==> src/rtl/trap_ctrl.sv <==
// trap_ctrl: machine-mode trap sequencer.
// Detects a committing ecall, mret or pending machine timer interrupt,
// writes mepc / mcause / mstatus one per cycle through the clint CSR
// write port, then redirects the fetch PC.
module trap_ctrl #(
  parameter logic [63:0] MCAUSE_ECALL = 64'd11,
  parameter logic [63:0] MCAUSE_MTI   = 64'h8000_0000_0000_0007
) (
  input  logic        clk,
  input  logic        rst_n,
  input  logic        inst_valid_i,
  input  logic [63:0] pc_i,
  input  logic        ecall_i,
  input  logic        mret_i,
  input  logic        cpu_csr_wen_i,
  input  logic [63:0] csr_mtvec_i,
  input  logic [63:0] csr_mepc_i,
  input  logic [63:0] csr_mstatus_i,
  input  logic        global_int_en_i,
  input  logic        mtime_int_en_i,
  input  logic        mtime_int_pend_i,
  output logic        csr_wen_o,
  output logic [11:0] csr_waddr_o,
  output logic [63:0] csr_wdata_o,
  output logic        stall_o,
  output logic        flush_o,
  output logic        redirect_valid_o,
  output logic [63:0] redirect_pc_o,
  output logic        busy_o
);

  localparam logic [2:0] S_IDLE        = 3'd0;
  localparam logic [2:0] S_SAVE_EPC    = 3'd1;
  localparam logic [2:0] S_SAVE_CAUSE  = 3'd2;
  localparam logic [2:0] S_SET_STATUS  = 3'd3;
  localparam logic [2:0] S_TRAP_JUMP   = 3'd4;
  localparam logic [2:0] S_MRET_STATUS = 3'd5;
  localparam logic [2:0] S_MRET_JUMP   = 3'd6;

  localparam logic [11:0] ADDR_MSTATUS = 12'h300;
  localparam logic [11:0] ADDR_MEPC    = 12'h341;
  localparam logic [11:0] ADDR_MCAUSE  = 12'h342;

  // mstatus on trap entry: MPIE <= MIE, MIE <= 0, MPP <= M.
  function automatic logic [63:0] trap_mstatus(input logic [63:0] st);
    logic [63:0] r;
    r         = st;
    r[7]      = st[3];
    r[3]      = 1'b0;
    r[12:11]  = 2'b11;
    return r;
  endfunction

  // mstatus on mret: MIE <= MPIE, MPIE <= 1, MPP stays M (single-mode core).
  function automatic logic [63:0] mret_mstatus(input logic [63:0] st);
    logic [63:0] r;
    r         = st;
    r[3]      = st[7];
    r[7]      = 1'b1;
    r[12:11]  = 2'b11;
    return r;
  endfunction

  logic [2:0]  state_r;
  logic [2:0]  state_nxt_s;
  logic [63:0] epc_r;
  logic [63:0] cause_r;
  logic        is_int_r;

  logic        idle_s;
  logic        int_s;
  logic        trap_accept_s;
  logic        mret_accept_s;
  logic        accept_s;
  logic [63:0] tvec_base_s;
  logic [63:0] tvec_off_s;

  assign idle_s        = (state_r == S_IDLE);
  assign int_s         = global_int_en_i & mtime_int_en_i & mtime_int_pend_i;
  // Accept is gated by rst_n so nothing is flushed or stalled while in reset.
  assign trap_accept_s = rst_n & idle_s & inst_valid_i & (int_s | ecall_i);
  assign mret_accept_s = rst_n & idle_s & inst_valid_i & ~int_s & ~ecall_i & mret_i;
  assign accept_s      = trap_accept_s | mret_accept_s;
  assign tvec_base_s   = {csr_mtvec_i[63:2], 2'b00};
  assign tvec_off_s    = {56'd0, cause_r[5:0], 2'b00};

  // Next-state logic; write states hold while the pipeline owns the CSR file.
  always_comb begin
    state_nxt_s = state_r;
    case (state_r)
      S_IDLE: begin
        if (trap_accept_s) begin
          state_nxt_s = S_SAVE_EPC;
        end else if (mret_accept_s) begin
          state_nxt_s = S_MRET_STATUS;
        end else begin
          state_nxt_s = S_IDLE;
        end
      end
      S_SAVE_EPC:    state_nxt_s = cpu_csr_wen_i ? S_SAVE_EPC    : S_SAVE_CAUSE;
      S_SAVE_CAUSE:  state_nxt_s = cpu_csr_wen_i ? S_SAVE_CAUSE  : S_SET_STATUS;
      S_SET_STATUS:  state_nxt_s = cpu_csr_wen_i ? S_SET_STATUS  : S_TRAP_JUMP;
      S_TRAP_JUMP:   state_nxt_s = S_IDLE;
      S_MRET_STATUS: state_nxt_s = cpu_csr_wen_i ? S_MRET_STATUS : S_MRET_JUMP;
      S_MRET_JUMP:   state_nxt_s = S_IDLE;
      default:       state_nxt_s = S_IDLE;
    endcase
  end

  // State register plus trap context latched on the accept cycle.
  always_ff @(posedge clk) begin
    if (!rst_n) begin
      state_r  <= S_IDLE;
      epc_r    <= 64'd0;
      cause_r  <= 64'd0;
      is_int_r <= 1'b0;
    end else begin
      state_r <= state_nxt_s;
      if (accept_s) begin
        epc_r    <= pc_i;
        cause_r  <= int_s ? MCAUSE_MTI : MCAUSE_ECALL;
        is_int_r <= int_s;
      end else begin
        epc_r    <= epc_r;
        cause_r  <= cause_r;
        is_int_r <= is_int_r;
      end
    end
  end

  // Output decode from registered state and latched trap context.
  always_comb begin
    csr_wen_o        = 1'b0;
    csr_waddr_o      = 12'h000;
    csr_wdata_o      = 64'd0;
    redirect_valid_o = 1'b0;
    redirect_pc_o    = 64'd0;
    case (state_r)
      S_SAVE_EPC: begin
        csr_wen_o   = 1'b1;
        csr_waddr_o = ADDR_MEPC;
        csr_wdata_o = epc_r;
      end
      S_SAVE_CAUSE: begin
        csr_wen_o   = 1'b1;
        csr_waddr_o = ADDR_MCAUSE;
        csr_wdata_o = cause_r;
      end
      S_SET_STATUS: begin
        csr_wen_o   = 1'b1;
        csr_waddr_o = ADDR_MSTATUS;
        csr_wdata_o = trap_mstatus(csr_mstatus_i);
      end
      S_TRAP_JUMP: begin
        redirect_valid_o = 1'b1;
        if ((csr_mtvec_i[1:0] == 2'b01) && is_int_r) begin
          redirect_pc_o = tvec_base_s + tvec_off_s;
        end else begin
          redirect_pc_o = tvec_base_s;
        end
      end
      S_MRET_STATUS: begin
        csr_wen_o   = 1'b1;
        csr_waddr_o = ADDR_MSTATUS;
        csr_wdata_o = mret_mstatus(csr_mstatus_i);
      end
      S_MRET_JUMP: begin
        redirect_valid_o = 1'b1;
        redirect_pc_o    = csr_mepc_i;
      end
      default: begin
        csr_wen_o        = 1'b0;
        csr_waddr_o      = 12'h000;
        csr_wdata_o      = 64'd0;
        redirect_valid_o = 1'b0;
        redirect_pc_o    = 64'd0;
      end
    endcase
  end

  assign busy_o  = ~idle_s;
  assign flush_o = accept_s;
  assign stall_o = busy_o | accept_s;

endmodule

==> config.mk <==
export PLATFORM = sky130hd
export DESIGN_NAME = trap_ctrl
export DESIGN_NICKNAME = d
export VERILOG_FILES = /design/src/rtl/trap_ctrl.sv
export SDC_FILE = /design/constraint.sdc
export NUM_CORES = 1
export LEC_CHECK = 0
export CAP_MARGIN = 0
export CORE_AREA = 2 2 160 162
export CTS_CLUSTER_DIAMETER = 60
export DETAILED_ROUTE_END_ITERATION = 12
export DIE_AREA = 0 0 162 164
export DONT_BUFFER_PORTS = 1
export GPL_TIMING_DRIVEN = 0
export PLACE_DENSITY = 0.38
export SYNTH_ARGS = -nofsm -noshare
export SYNTH_HDL_FRONTEND = slang
export SYNTH_SLANG_ARGS = --single-unit
==> constraint.sdc <==
create_clock -name clk -period 3.3 [get_ports clk]
set_clock_uncertainty 0.05 [all_clocks]
set_input_delay 0.165 -clock clk [delete_from_list [all_inputs] [get_ports clk]]
set_output_delay 0.165 -clock clk [all_outputs]
set_load 0.005 [all_outputs]
==> flow_summary.ini <==
[run_status]
status = finished clean

[detailed_routing]
drt_iter0_markers = 190
route.vias.total = 6201
via_per_inst = 5.14
drt-total-wl_um = 28200
drtPass1Iterations = 4
drc_errors = 0
ant_nets = 0
wl_per_cell_um = 23.4

[finish]
layout_commonest_cell = nand2_1
fillers = 2834
fin_util_pct = 28.6
layout_common_cells = nand2_1 (165), dfxtp_1 (69), a21boi_0 (65), dlygate4sd3_1 (65)
syn_to_final_growth_pct = 24.9
fin_nets = 1140
drive_gt1_share_pct = 6.29

[worst_setup_path]
r2r_cells = 8
worstSetupPathType = reg -> out
critPathRequiredTime_ps = 3080
crit_fanout = 10
timing.rr.end = epc_r[60]
startpoint_type = flip-flop
startpoint = state_r[1]
worstReg2RegStart = state_r[2]
crit_path_end_kind = output pin
worstPathArrival_ps = 2870
r2r_setup_slack_ps = 680
crit_path_end = csr_wdata_o[15]

[global_route]
grt_pass1_vias = 6457
grt.total_usage_pct = 20.1
antenna_found_initial = 3
grt_pass1_wl_um = 39900
overflow = 0
grt_max_degree = 14

[timing]
slew_violations = 0
min_period_ps = 3090
tightest_slew_ps = 885
fin_crit_sh_pct = 93.5
slew_headroom_pct = 41.0
final_hold_viol_count = 0
final.setup.tns_ps = 0
rsz0062_at_grt = false
fmax_mhz = 324
setup_viol = 0

[die]
fp.dieArea_um2 = 26600
ioPinCount = 410
rows = 58
coreArea_um2 = 24800
start_util_pct = 22.9
fp.dieH_um = 164
die_w_um = 162

[cts]
cts_tree = yes
path_clk_slew_ps = 60
cts_buffer_depth = 2
clock_tree.root_cell = clkbuf_16
cts_max_level = 3
cts_sinks = 70
cts_buffers = 9
clk_latency_ps = 330

[logic_synthesis]
async_flop_share_pct = 0
netlist_instances = 788
ys_ff_latch = 70
syn_area_um2 = 5680
synth_cell_types = 54
synth_edf_count = 0
synth_warnings = 0
seq_area_frac_synth_pct = 24.7
synth_ff_type = dfxtp_1
postSynthAreaPerCell_um2 = 7.21

[run]
maxCapViolCount = 0

[power]
p_seq_share_pct = 38.9
power_density_nw_per_um2 = 335
switching_power_mw = 0.712
ir_worst_vdd_mv = 0.208
p_int_mw = 1.66
sw_frac_of_total_pct = 30.0
leakagePower_nw = 2.45
clock_power_share_pct = 41.9
power_frac_comb_pct = 19.2

[place]
gp_congestion = 0.844
dp_hpwl_um = 23200
port_buffers = 0

[hold_path]
hp-class = in -> reg
==> routing by layer <==
metal	track usage, %	share of wire [%]
met5	0	0.046
met4	6.44	2.6
met3	4.80	7.5
met2	39.4	53
met1	21.1	37
==> metrics by stage <==
stage / hold WS [ps] / instances / instance area (um^2) / power [mW] / setup WS (ps)
after detailed placement: 272 / 1124 / 6110 / 1.34 / 123
after floorplan: 260 / 794 / 5700 / 1.20 / 981
after global routing: 160 / 1206 / 7090 / 2.50 / 8.47
after CTS: 130 / 1204 / 7070 / 2.41 / 28.3
after global placement: 267 / 1124 / 6110 / 1.34 / 128
final: 114 / 1206 / 7090 / 2.37 / 213
==> cell families after synthesis <==
family | Yosys count | synth area share [%]
buffers and inverters | 88 | 6.68
AO/OA/AOI/OAI | 260 | 30.7
multiplexers | 16 | 2.93
flip-flops | 70 | 24.7
AND/OR/NAND/NOR | 294 | 25.3
other | 1 | 0.0660
adder cells (fa/ha/maj) | 5 | 1.23
XOR/XNOR | 54 | 8.33
==> worst max-delay path: stages (launching register included) <==
cell,delay (ps)
dfxtp_1,330
inv_1,210
nand2_1,200
nor2_1,390
clkbuf_1,510
buf_1,590
a22o_1,290
==> synthesized netlist by cell type (all sizes together) (3+ instances only) <==
cell type / number / area [um^2]
ha: 4 / 50.1
nand4: 27 / 190
or3: 4 / 26.3
nor3: 22 / 141
o21ai: 57 / 285
xnor2: 38 / 333
clkbuf: 49 / 185
nor2: 27 / 101
and2: 4 / 25.0
dfxtp: 70 / 1400
a21oi: 57 / 285
and4: 5 / 43.8
a22o: 56 / 490
nand2: 165 / 619
nor4: 7 / 73.8
mux2: 5 / 56.3
nand2b: 4 / 25.0
a311oi: 3 / 26.3
mux2i: 11 / 110
a21boi: 66 / 495
xor2: 16 / 140
buf: 22 / 130
a21o: 4 / 30.0
a22oi: 5 / 37.5
inv: 17 / 63.8
and3: 14 / 87.6
nand3: 12 / 72.6
==> area by class of cell <==
| type | instances | area [um^2] | area share (%) |
|---|---|---|---|
| clock inverters | 6 | 71.3 | 1.01 |
| multi-input cells | 636 | 3940 | 55.5 |
| inverters | 17 | 63.8 | 0.900 |
| diodes | 2 | 5.00 | 0.0706 |
| well taps | 330 | 413 | 5.82 |
| flip-flops and latches | 70 | 1400 | 19.8 |
| clock buffers | 9 | 225 | 3.18 |
| plain buffers | 70 | 315 | 4.45 |
| repair buffers | 66 | 658 | 9.28 |
==> repair_timing <==
action                                  in CTS  in global routing
hold buffers                                65                  0
setup buffers                                1                  0
endpoints found under the setup margin      26                 28
pin swaps                                    1                  0
endpoints found under the hold margin       65                  0
gates resized for setup                      3                  5
cloned                                       0                  0
==> state kept, by name (all words and copies together) (netlist names) <==
name	flops
epc_r	64
cause_r	3
state_r	3
==> power groups by stage <==
stage | combinational (mW) | clock (mW) | sequential [mW]
2_1_floorplan | 0.277 | 0 | 0.925
3_3_place_gp | 0.396 | 0 | 0.941
3_5_place_dp | 0.398 | 0 | 0.941
4_1_cts | 0.464 | 1.02 | 0.922
5_1_grt | 0.508 | 1.06 | 0.928
6_report | 0.457 | 0.994 | 0.922
==> worst min path at each step <==
stage | start | end | depth (start not counted)
CTS | cpu_csr_wen_i | state_r[2] | 3
detailed placement | pc_i[25] | epc_r[25] | 2
finish | mtime_int_en_i | cause_r[2] | 2
global placement | pc_i[21] | epc_r[21] | 2
floorplan | pc_i[10] | epc_r[10] | 2
global route | cpu_csr_wen_i | state_r[2] | 3
No activity file was read; power rests on OpenSTA's default activity.
